File: config.mk
export PLATFORM = sky130hd
export DESIGN_NAME = prng_share_ctrl
export DESIGN_NICKNAME = d
export VERILOG_FILES = /design/src/rtl/prng_pkg.sv /design/src/rtl/prng_lfsr.sv /design/src/rtl/prng_share_ctrl.sv
export SDC_FILE = /design/constraint.sdc
export NUM_CORES = 1
export LEC_CHECK = 0
export CAP_MARGIN = 20
export CORE_MARGIN = 1.5
export CORE_UTILIZATION = 46
export CTS_CLUSTER_SIZE = 40
export DETAILED_ROUTE_END_ITERATION = 10
export PLACE_DENSITY = 0.69
export SLEW_MARGIN = 20
export SYNTH_ARGS = -nofsm -noshare
export SYNTH_HDL_FRONTEND = slang
export SYNTH_HIERARCHICAL = 1
export SYNTH_SLANG_ARGS = --single-unit
File: constraint.sdc
create_clock -name CLK -period 3.52 [get_ports CLK]
set_input_delay 0.528 -clock CLK [delete_from_list [all_inputs] [get_ports CLK]]
set_output_delay 0.528 -clock CLK [all_outputs]
set_load 0.03 [all_outputs]
File: src/rtl/prng_pkg.sv
// Shared constants, FSM state type and LFSR step rule for the shared PRNG controller.
package prng_pkg;
    localparam int LFSR_W = 31;
    localparam int TAP_HI = 30;
    localparam int TAP_LO = 27;
    localparam logic [LFSR_W-1:0] SEED_DEFAULT = 31'd25;

    typedef enum logic [1:0] {IDLE, FILL, GRANT} state_t;

    function automatic logic [LFSR_W-1:0] lfsr_step(input logic [LFSR_W-1:0] v);
        return {v[LFSR_W-2:0], v[TAP_HI] ^ v[TAP_LO]};
    endfunction
endpackage

File: src/rtl/prng_lfsr.sv
// 31-bit Fibonacci LFSR with load (zero seed replaced by SEED) and step enable.
// Optional run-length health monitor compiled in with PRNG_HEALTH_EN.
module prng_lfsr
    import prng_pkg::*;
#(
    parameter logic [LFSR_W-1:0] SEED      = SEED_DEFAULT,
    parameter int                RUN_LIMIT = 32
) (
    input  logic              CLK,
    input  logic              RSTN,
    input  logic              step,
    input  logic              load,
    input  logic [LFSR_W-1:0] load_val,
    output logic [LFSR_W-1:0] state,
    output logic              health_err
);
    logic [LFSR_W-1:0] load_eff;

    // An all-zero LFSR would lock up, so a zero seed falls back to the default.
    assign load_eff = (load_val == '0) ? SEED : load_val;

`ifdef PRNG_HEALTH_EN
    localparam int RW = $clog2(RUN_LIMIT + 1);

    logic [RW-1:0] run_q, run_nxt;
    logic          last_q, err_q;

    assign run_nxt = (run_q != '0 && state[TAP_HI] == last_q) ? run_q + 1'b1 : RW'(1);

    always_ff @(posedge CLK or negedge RSTN) begin
        if (!RSTN) begin
            state  <= SEED;
            run_q  <= '0;
            last_q <= 1'b0;
            err_q  <= 1'b0;
        end else if (load) begin
            state <= load_eff;
            run_q <= '0;
        end else if (step) begin
            // A run that hit the limit on the previous step forces a reseed now.
            if (run_q == RW'(RUN_LIMIT)) begin
                state <= SEED;
                run_q <= '0;
            end else begin
                state  <= lfsr_step(state);
                run_q  <= run_nxt;
                last_q <= state[TAP_HI];
                if (run_nxt == RW'(RUN_LIMIT))
                    err_q <= 1'b1;
            end
        end
    end

    assign health_err = err_q;
`else
    always_ff @(posedge CLK or negedge RSTN) begin
        if (!RSTN)
            state <= SEED;
        else if (load)
            state <= load_eff;
        else if (step)
            state <= lfsr_step(state);
    end

    assign health_err = 1'b0;
`endif
endmodule

File: src/rtl/prng_share_ctrl.sv
// Round-robin sharing of one LFSR among NUM_REQ requesters; each grant delivers WORD_W fresh bits.
// Optional LFSR health monitor enabled by defining PRNG_HEALTH_EN.
module prng_share_ctrl #(
    parameter int          NUM_REQ      = 4,
    parameter int          WORD_W       = 8,
    parameter logic [30:0] SEED_DEFAULT = 31'd25,
    parameter int          RUN_LIMIT    = 32
) (
    input  logic               CLK,
    input  logic               RSTN,
    input  logic [NUM_REQ-1:0] req,
    output logic [NUM_REQ-1:0] gnt,
    output logic               rnd_valid,
    output logic [WORD_W-1:0]  rnd_data,
    input  logic               seed_load,
    input  logic [30:0]        seed_data,
    output logic               busy,
    output logic               health_err
);
    import prng_pkg::*;

    localparam int PW = $clog2(NUM_REQ);
    localparam int CW = $clog2(WORD_W + 1);

    state_t            state_q, state_d;
    logic [PW-1:0]     ptr_q, win_q, pick, idx, ptr_nxt;
    logic [CW-1:0]     cnt_q;
    logic [WORD_W-1:0] rnd_q;
    logic [LFSR_W-1:0] lfsr;
    logic              step, fill_done;

    prng_lfsr #(.SEED(SEED_DEFAULT), .RUN_LIMIT(RUN_LIMIT)) u_lfsr (
        .CLK(CLK), .RSTN(RSTN), .step(step), .load(seed_load),
        .load_val(seed_data), .state(lfsr), .health_err(health_err)
    );

    // Scan downward so the last hit is the one closest at/after the pointer.
    always_comb begin
        pick = ptr_q;
        idx  = '0;
        for (int i = NUM_REQ - 1; i >= 0; i--) begin
            idx = PW'((int'(ptr_q) + i) % NUM_REQ);
            if (req[idx])
                pick = idx;
        end
    end

    assign fill_done = (cnt_q == CW'(WORD_W - 1));
    assign ptr_nxt   = (win_q == PW'(NUM_REQ - 1)) ? '0 : win_q + 1'b1;

    always_ff @(posedge CLK or negedge RSTN) begin
        if (!RSTN) begin
            state_q <= IDLE;
            ptr_q   <= '0;
            win_q   <= '0;
            cnt_q   <= '0;
            rnd_q   <= '0;
        end else begin
            state_q <= state_d;
            case (state_q)
                IDLE: if (|req) begin
                    win_q <= pick;
                    cnt_q <= '0;
                end
                // A reseed restarts the fill so the word comes only from the new seed.
                FILL:  cnt_q <= seed_load ? '0 : cnt_q + 1'b1;
                GRANT: begin
                    rnd_q <= lfsr[WORD_W-1:0];
                    ptr_q <= ptr_nxt;
                end
                default: ;
            endcase
        end
    end

    always_comb begin
        state_d = state_q;
        case (state_q)
            IDLE:    if (|req) state_d = FILL;
            FILL:    if (!seed_load && fill_done) state_d = GRANT;
            GRANT:   state_d = IDLE;
            default: state_d = IDLE;
        endcase
    end

    // LFSR is frozen through GRANT, so its low bits are the word for that cycle.
    always_comb begin
        gnt       = '0;
        rnd_valid = (state_q == GRANT);
        busy      = (state_q != IDLE);
        step      = (state_q == FILL) && !seed_load;
        rnd_data  = rnd_valid ? lfsr[WORD_W-1:0] : rnd_q;
        if (rnd_valid)
            gnt[win_q] = 1'b1;
    end
endmodule

* After elaboration in Yosys (flattened, before gate mapping)
Cells that the tools add are included.
Word-level totals: memories 0, output and inout bits 15, bits of input ports 38, RAM bits 0, memory bits (read-only) 0, latch bits 0, word-level logic and storage cells 63, register bits after elaboration 49
Cells by class: order comparisons 6, bitwise gates (word level) 1, $mul 0, reductions and logical operators 13, shift-type cells 0, $add $sub $neg 5, div/mod/pow operators 0, multiplexer cells 26, eq/ne operators 6
Operators by type and width (count):
- 2-to-1 mux 31 bit | 3
- logical NOT 31 bit | 1
- less-than comparator 2 x 3 -> 1 bit (second input constant) | 5
- 2-to-1 mux 2 bit | 7
- 2-to-1 mux 4 bit | 3
- binary-select mux 1 bit (select 2 bit) | 4
- 2-to-1 mux 8 bit | 1
- one-hot mux 4 bit (2 select lines) | 1
- AND reduction 2 bit | 3
- nonzero test 2 bit | 3
- 2-to-1 mux 1 bit | 5
- adder 2 x 1 -> 2 bit (second input constant) | 2
- adder 2 bit (second input constant) | 2
- adder 4 x 1 -> 4 bit (second input constant) | 1
- == test 2 bit (second input constant) | 2
- == test 4 x 3 -> 1 bit (second input constant) | 1
- inequality test 2 bit (second input constant) | 2
- one-hot mux 2 bit (2 select lines) | 1
- OR reduction 4 bit | 1
- logical AND 1 bit | 3
- demux 1 bit (select 2 bit) | 1
- == test 2 x 1 -> 1 bit (second input constant) | 1
- >= comparator 2 x 1 -> 1 bit (second input constant) | 1
- logical NOT 2 bit | 1
- other kinds (2) | 2

* Longest topological paths before layout
Gate-level depths: netlist of the first run.
depth in word-level cells 7, mapped depth 6, mapped depth without buffers 5

* Cells and area by module
The synthesis of the first run kept the hierarchy.
Modules (own cells, without submodules):
- prng_lfsr | instances 1, cells each 152, sequential area each 779.5 sq um, area each 1516.5 sq um
- prng_share_ctrl | instances 1, cells each 78, sequential area each 450.4 sq um, area each 939.7 sq um

* Worst setup path after synthesis of the first run
Ideal clock, no wire load.
path type register to output, from register state_q[1], to output rnd_data[0], setup slack 1.699 ns, stages on the path, launching flop included 5, buffers on the path 2, data required time 2.992 ns, data arrival time 1.293 ns, cells stage by stage dfrtp_1 -> nor2b_1 -> buf_2 -> buf_6 -> mux2_2
On the way: longest elaborated chain between the ends 2
Ends and longest elaborated chain:
- start, declared | line prng_share_ctrl.sv:25 | state_t state_q, state_d;
- start signal, assigned | line prng_share_ctrl.sv:59 | state_q <= state_d;
- == test 2 bit | line prng_share_ctrl.sv:89 | rnd_valid = (state_q == GRANT);
- via rnd_valid | line prng_share_ctrl.sv:13 | output logic rnd_valid,
- 2-to-1 mux 8 bit
- end, declared | line prng_share_ctrl.sv:14 | output logic [WORD_W-1:0] rnd_data,
The timed path passes the listed nets, and every way through them passes these cells.

* Worst setup path in the final report of the first run
from register state_q[1], to output rnd_data[0]
On the way: longest elaborated chain between the ends 2
Ends and longest elaborated chain (line):
- == test 2 bit | prng_share_ctrl.sv:89
- 2-to-1 mux 8 bit
No other way between the ends.

==> flow_summary_export.csv, run 1 <==
group,metric,value,unit
routing,routed_via_density,5.07,
power_and_ir_drop,p_comb_share,18.5,%
floorplanning,row_count,26,
power_and_ir_drop,p_leak,1.40,nW
routing,highest_layer,"met4",
power_and_ir_drop,ir_worst_vdd,0.202,mV
sta,worst-slew-pin-transition,612,ps
synthesis,yosys.area.top_type,"dfrtp_1",
synthesis,async_flop_share,100,%
synthesis,synth_seq_cells,49,
clock_tree,cts_buffer_depth,2,
routing,met2_length,2190,um
worst_setup_path,critical_path.top_delay_family,"buffers and inverters",
sta,slew_headroom,59.2,%
worst_setup_path,path_buf_inv,2,
flow_run,drv_cap,0,
placement,portBuffers,51,
synthesis,synth_nets,273,
routing,drt_wl_total,4730,um
clock_tree,clk_pin_slew,90,ps
power_and_ir_drop,power.share.sequential,50.7,%
routing,wl_per_cell,13.6,um
sta,fin_tns_setup,0,ps
clock_tree,clkSinkCount,49,
routing,dr.pass1.iters,3,
finish,fin_nets,320,
worst_setup_path,cp_data_arrival_time,2350,ps
worst_setup_path,worstPathCellList,"nor2b_1 -> buf_4 -> mux2_2 -> clkdlybuf4s50_1",
floorplanning,die_x,76.1,um
worst_setup_path,max_stage_delay,600,ps
power_and_ir_drop,power_switching,0.360,mW
sta,rsz0062_at_grt,"no",
synthesis,ys_top_cells_by_count,"dfrtp_1 (46), mux2i_1 (29), nand2_1 (28)",
floorplanning,dieArea,5790,um^2
routing,via_count,1763,
floorplanning,top_level_ports,53,
synthesis,synth_ff_type,"dfrtp_1",
worst_setup_path,r2r_start,"state_q[1]$_DFFE_PN0P_",
sta,fin_crit_sh,81.7,%
worst_setup_path,r2r_end,"u_lfsr/state[4]$_DFFE_PN1P_",
synthesis,synth-edff-count,0,
synthesis,ys_seq_area_share,50.1,%
synthesis,ys_warn_count,6,
synthesis,synth.area.top_cells,"dfrtp_1 (47%), mux2i_1 (12%), mux2_2 (4.6%)",
global_route,grt_pass1_wl,8300,um
synthesis,syn-instance-count,230,
sta,finClkSkew,2.64,ps
worst_setup_path,worst-setup-path-type,"flop to output pin",
worst_setup_path,r2r_slack,1830,ps
sta,min_period,2870,ps
power_and_ir_drop,intPower,0.993,mW
global_route,grt_usage,17.8,%
synthesis,synth_cell_types,41,
synthesis,synth_top_area_share,46.9,%
clock_tree,clk_latency,290,ps
global_route,antenna_found_initial,0,
worst_hold_path,hold_class,"primary input to asynchronous set/reset pin",
clock_tree,htreeDepth,2,
finish,area_growth,27.3,%
worst_setup_path,start_kind,"flop",
worst_setup_path,slowest_stage,"clkdlybuf4s50_1",
routing,wl_met3,143,um
sta,hold_viol_final,0,
worst_setup_path,crit_path_end_kind,"output pin",
synthesis,syn_area_per_cell,10.7,um^2
finish,n_antenna_cell,0,
placement,dp_hpwl,3340,um
clock_tree,cts_hold_buf,0,
sta,finalSetupViolations,0,
clock_tree,cts_setup_buffers,0,
floorplanning,coreArea,5140,um^2
finish,finalInstanceArea,3130,um^2
routing,drc_errors,0,
placement,globalplace.congestion,0.709,
synthesis,yosysMostFrequentCell,"dfrtp_1",
worst_setup_path,cp.required,2990,ps
floorplanning,die_y,76.1,um
floorplanning,initial_core_util,47.8,%
worst_setup_path,path_depth,4,
run_status,status,"finished, final reports clean",
synthesis,synth_area,2460,um^2
power_and_ir_drop,power.total,1.35,mW
global_route,grt_max_degree,64,
finish,fin_util,60.8,%
power_and_ir_drop,p_per_area,433,nW/um^2
sta,max_freq,348,MHz
routing,detail-route-antenna-nets,0,
routing,drtIter0Drc,70,
clock_tree,cts_resized,0,
global_route,grt_pass1_vias,1764,
power_and_ir_drop,switching_share,26.6,%
routing,wl_met1,2380,um
power_and_ir_drop,clkPwrFrac,30.8,%
clock_tree,root_buffer,"clkbuf_8",
placement,placed_cell_area,3000,um^2
worst_setup_path,path_max_fanout,12,
sta,slew_viol_final,0,
clock_tree,cts_tree,"done",
finish,post_route_cells_drive_above_1_share,11.9,%
worst_setup_path,ff2ff_path_depth,5,
global_route,grt-ovfl-total,0,
clock_tree,tritoncts.num_buffers,5,
-- layout make-up --
| type | instances | area (um^2) |
|---|---|---|
| sequential | 49 | 1230 |
| inverter | 7 | 26.3 |
| fill | 468 | 2010 |
| clock inverter | 2 | 37.5 |
| multi-input combinational | 160 | 1140 |
| timing repair buffer | 54 | 526 |
| clock buffer | 6 | 82.6 |
| tap | 70 | 87.6 |
-- cells in the final DEF, fill, tap and decap left out, drive strengths merged, types with 2 or more instances in the layout --
cell / n
nor2: 7
buf: 5
nor4: 8
mux2: 10
o21ai: 29
dfrtp: 46
a31oi: 3
a2bb2oi: 2
inv: 7
dfstp: 3
clkdlybuf4s50: 49
nand2: 28
a21oi: 4
a22o: 3
nor2b: 5
and2: 4
or2: 2
a211oi: 2
nor3: 2
nor3b: 2
nand3: 2
mux2i: 29
xnor2: 2
clkbuf: 6
ha: 5
-- kinds of logic after synthesis --
| group | Yosys count | synth area share (%) |
|---|---|---|
| other | 1 | 0.153 |
| muxes | 39 | 16.4 |
| xor gates and xnor gates | 2 | 0.713 |
| DFF | 49 | 50.1 |
| buffers and inverters | 21 | 3.87 |
| and+or+nand+nor | 65 | 14.6 |
| adders and majority gates | 5 | 2.55 |
| AOI/OAI and AO/OA | 48 | 11.7 |
-- flip-flops by register name, indices dropped and copies added (netlist names) --
signal	cells
u_lfsr/state	31
rnd_q	8
cnt_q	4
ptr_q	2
state_q	2
win_q	2
-- worst reg2reg max path, stage by stage (launching register included) --
cell      delay [ps]
dfrtp_1          460
nor3b_4          210
buf_4            490
nor2b_1          160
a211oi_1         230
a31oi_1           60
-- worst max path at each step --
stage / start / end / slack [ps]
2_1_floorplan: state_q[1]$_DFFE_PN0P_ / rnd_data[0] / 1700
3_3_place_gp: state_q[1]$_DFFE_PN0P_ / rnd_data[0] / 1030
3_5_place_dp: state_q[1]$_DFFE_PN0P_ / rnd_data[4] / 970
4_1_cts: state_q[1]$_DFFE_PN0P_ / rnd_data[0] / 630
5_1_grt: state_q[1]$_DFFE_PN0P_ / rnd_data[6] / 530
6_report: state_q[1]$_DFFE_PN0P_ / rnd_data[0] / 650
-- power by group through the flow --
stage / sequential (mW) / combinational, mW / clock (mW)
after floorplan: 0.682 / 0.163 / 0
after global placement: 0.696 / 0.248 / 0
after detailed placement: 0.697 / 0.251 / 0
after CTS: 0.687 / 0.252 / 0.429
after global routing: 0.698 / 0.287 / 0.454
final: 0.686 / 0.250 / 0.417
-- through the flow --
step | worst slack (ps) | hold slack, ps | instances
final | 645 | 232 | 348
after global routing | 527 | 272 | 348
after CTS | 633 | 461 | 348
after detailed placement | 975 | 488 | 340
after global placement | 1030 | 483 | 340
after floorplan | 1700 | 232 | 230
-- metal layers --
metal / track usage (%) / up-vias
li1: - / 901
met1: 24.7 / 832
met2: 28.1 / 28
met3: 4.19 / 2
met4: 4.44 / 0
met5: 0 / -
Power figures use the tool's default switching activity.
==> inputs of run 2 (changes only) <==
Clock period 3.52 ns to 2.8 ns, I/O delays scaled along.
==> run 2 against run 1 <==
- clock-buffer cell count up 2
- cell count up 0.57%
- sequential power up 26%
- clock skew up 1.7 ps
- core utilization down 0.34 points
- global-route usage up 0.13 points
- largest cell class unchanged
- register-to-register slack worse by 720 ps
- worst hold slack worse by 210 ps
- critical path depth unchanged
- routed wire length up 2.3%
- clock power up 1%
- largest power group unchanged
==> flow_summary_export.csv, run 2 (synthesis results as in run 1) <==
group,metric,value,unit
run_status,status,"finished, final reports clean",
sta,finalSetupViolations,0,
clock_tree,clkSinkCount,49,
worst_hold_path,hold_class,"primary input to asynchronous set/reset pin",
finish,fill_cells,496,
placement,dp_hpwl,3550,um
sta,slew_viol_final,0,
clock_tree,cts_resized,0,
sta,fin_crit_sh,90.9,%
finish,post_route_cells_drive_above_1_share,11.8,%
routing,drt_wl_total,4840,um
clock_tree,htreeDepth,2,
placement,portBuffers,51,
global_route,grt_usage,17.9,%
finish,n_antenna_cell,0,
floorplanning,initial_core_util,47.8,%
finish,final_common_cell,"clkdlybuf4s50_1",
floorplanning,dieArea,5790,um^2
floorplanning,row_count,26,
worst_setup_path,cp.required,2380,ps
clock_tree,clk_pin_slew,80,ps
worst_setup_path,worst-setup-path-type,"flop to output pin",
global_route,grt_max_degree,64,
sta,rsz0062_at_grt,"no",
finish,fin_util,60.5,%
clock_tree,clk_latency,290,ps
placement,globalplace.congestion,0.767,
clock_tree,cts_buffer_depth,2,
routing,routed_via_density,5.10,
clock_tree,cts_tree,"done",
worst_setup_path,start_kind,"flop",
global_route,antenna_found_initial,0,
sta,fin_tns_setup,0,ps
sta,worst-slew-pin-transition,569,ps
clock_tree,cts_hold_buf,0,
power_and_ir_drop,p_leak,1.40,nW
sta,max_freq,393,MHz
power_and_ir_drop,ir_worst_vdd,0.332,mV
sta,min_period,2540,ps
global_route,grt-ovfl-total,0,
sta,slew_headroom,62.0,%
sta,finClkSkew,4.31,ps
clock_tree,root_buffer,"clkbuf_8",
worst_setup_path,path_max_fanout,12,
floorplanning,top_level_ports,53,
sta,hold_viol_final,0,
floorplanning,coreArea,5140,um^2
floorplanning,die_y,76.1,um
finish,fin_nets,322,
finish,layout_common_cells,"clkdlybuf4s50_1 (49), dfrtp_1 (46), mux2i_1 (29)",
routing,dr.pass1.iters,4,
worst_setup_path,crit_path_end_kind,"output pin",
finish,largest_register_ff_count,31,
routing,drtIter0Drc,76,
finish,area_growth,26.6,%
global_route,grt_pass1_vias,1766,
routing,via_count,1784,
finish,reg_top3,"u_lfsr/state (31), rnd_q (8), cnt_q (4)",
floorplanning,die_x,76.1,um
routing,detail-route-antenna-nets,0,
clock_tree,cts_setup_buffers,0,
global_route,grt_pass1_wl,8280,um
power_and_ir_drop,p_per_area,514,nW/um^2
routing,wl_per_cell,13.8,um
clock_tree,tritoncts.num_buffers,5,
routing,drc_errors,0,
worst_setup_path,cp_data_arrival_time,2120,ps
flow_run,drv_cap,0,
sta,whs,17.8,ps
finish,regMostFlops,"u_lfsr/state",
==> run 2: cell types whose count changed in the layout (fill, tap and decap cells not counted), sizes merged <==
| cell | before | now |
|---|---|---|
| buf | 5 | 7 |
| clkbuf | 6 | 8 |
| bufinv | 1 | 0 |
| clkinvlp | 1 | 0 |
==> run 2: through the flow <==
stage	worst slack, ps	power, mW	cell area (um^2)	std cells
after global placement	597	1.19	3020	342
after CTS	230	1.62	3110	350
after detailed placement	569	1.20	3020	342
after global routing	131	1.70	3110	350
final	256	1.60	3110	350
after floorplan	1090	1.06	2460	230
==> run 2: metal layers <==
| layer | wire length, um | vias to the layer above | GRT usage, % |
|---|---|---|---|
| met5 | 0 | - | 0 |
| met4 | 65 | 0 | 6.11 |
| met3 | 166 | 5 | 3.71 |
| met2 | 2320 | 32 | 28.7 |
| met1 | 2290 | 835 | 24.2 |
| li1 | - | 912 | - |
==> run 2: power by group <==
group	switching, mW	internal [mW]
clock network	0.219	0.202
logic	0.152	0.163
registers	0.0682	0.795
==> run 2: path summary, 6_finish.rpt <==
kind / from / endpoint / slack, ps / cells after the start
max in group asynchronous: RSTN / u_lfsr/state[0]$_DFFE_PN1P_ / 2000 / 2
max: state_q[1]$_DFFE_PN0P_ / rnd_data[4] / 260 / 4
min in group CLK: rnd_q[2]$_DFF_PN0_ / rnd_q[2]$_DFF_PN0_ / 500 / 1
min reg2reg: rnd_q[2]$_DFF_PN0_ / rnd_q[2]$_DFF_PN0_ / 500 / 1
max reg2reg: state_q[1]$_DFFE_PN0P_ / u_lfsr/state[4]$_DFFE_PN1P_ / 1110 / 5
min: RSTN / u_lfsr/state[23]$_DFFE_PN0P_ / 20 / 1
==> run 2: layout make-up <==
class	count	area, um^2	area share, %
sequential	49	1230	39.6
multi-input combinational	160	1140	36.6
timing repair buffer	56	538	17.3
clock buffer	8	90.1	2.90
tap	70	87.6	2.82
inverter	7	26.3	0.845
==> run 2: critical path, cell delays in order (launching register included) <==
cell and delay [ps]:
dfrtp_1 460, nor2b_1 200, buf_4 210, mux2_2 360, clkdlybuf4s50_1 590
==> inputs of run 3 (changes only) <==
Settings changed: TNS_END_PERCENT set to 100.
==> results of run 3 <==
No change in the layout: final DEF, timing and power equal those of run 2.
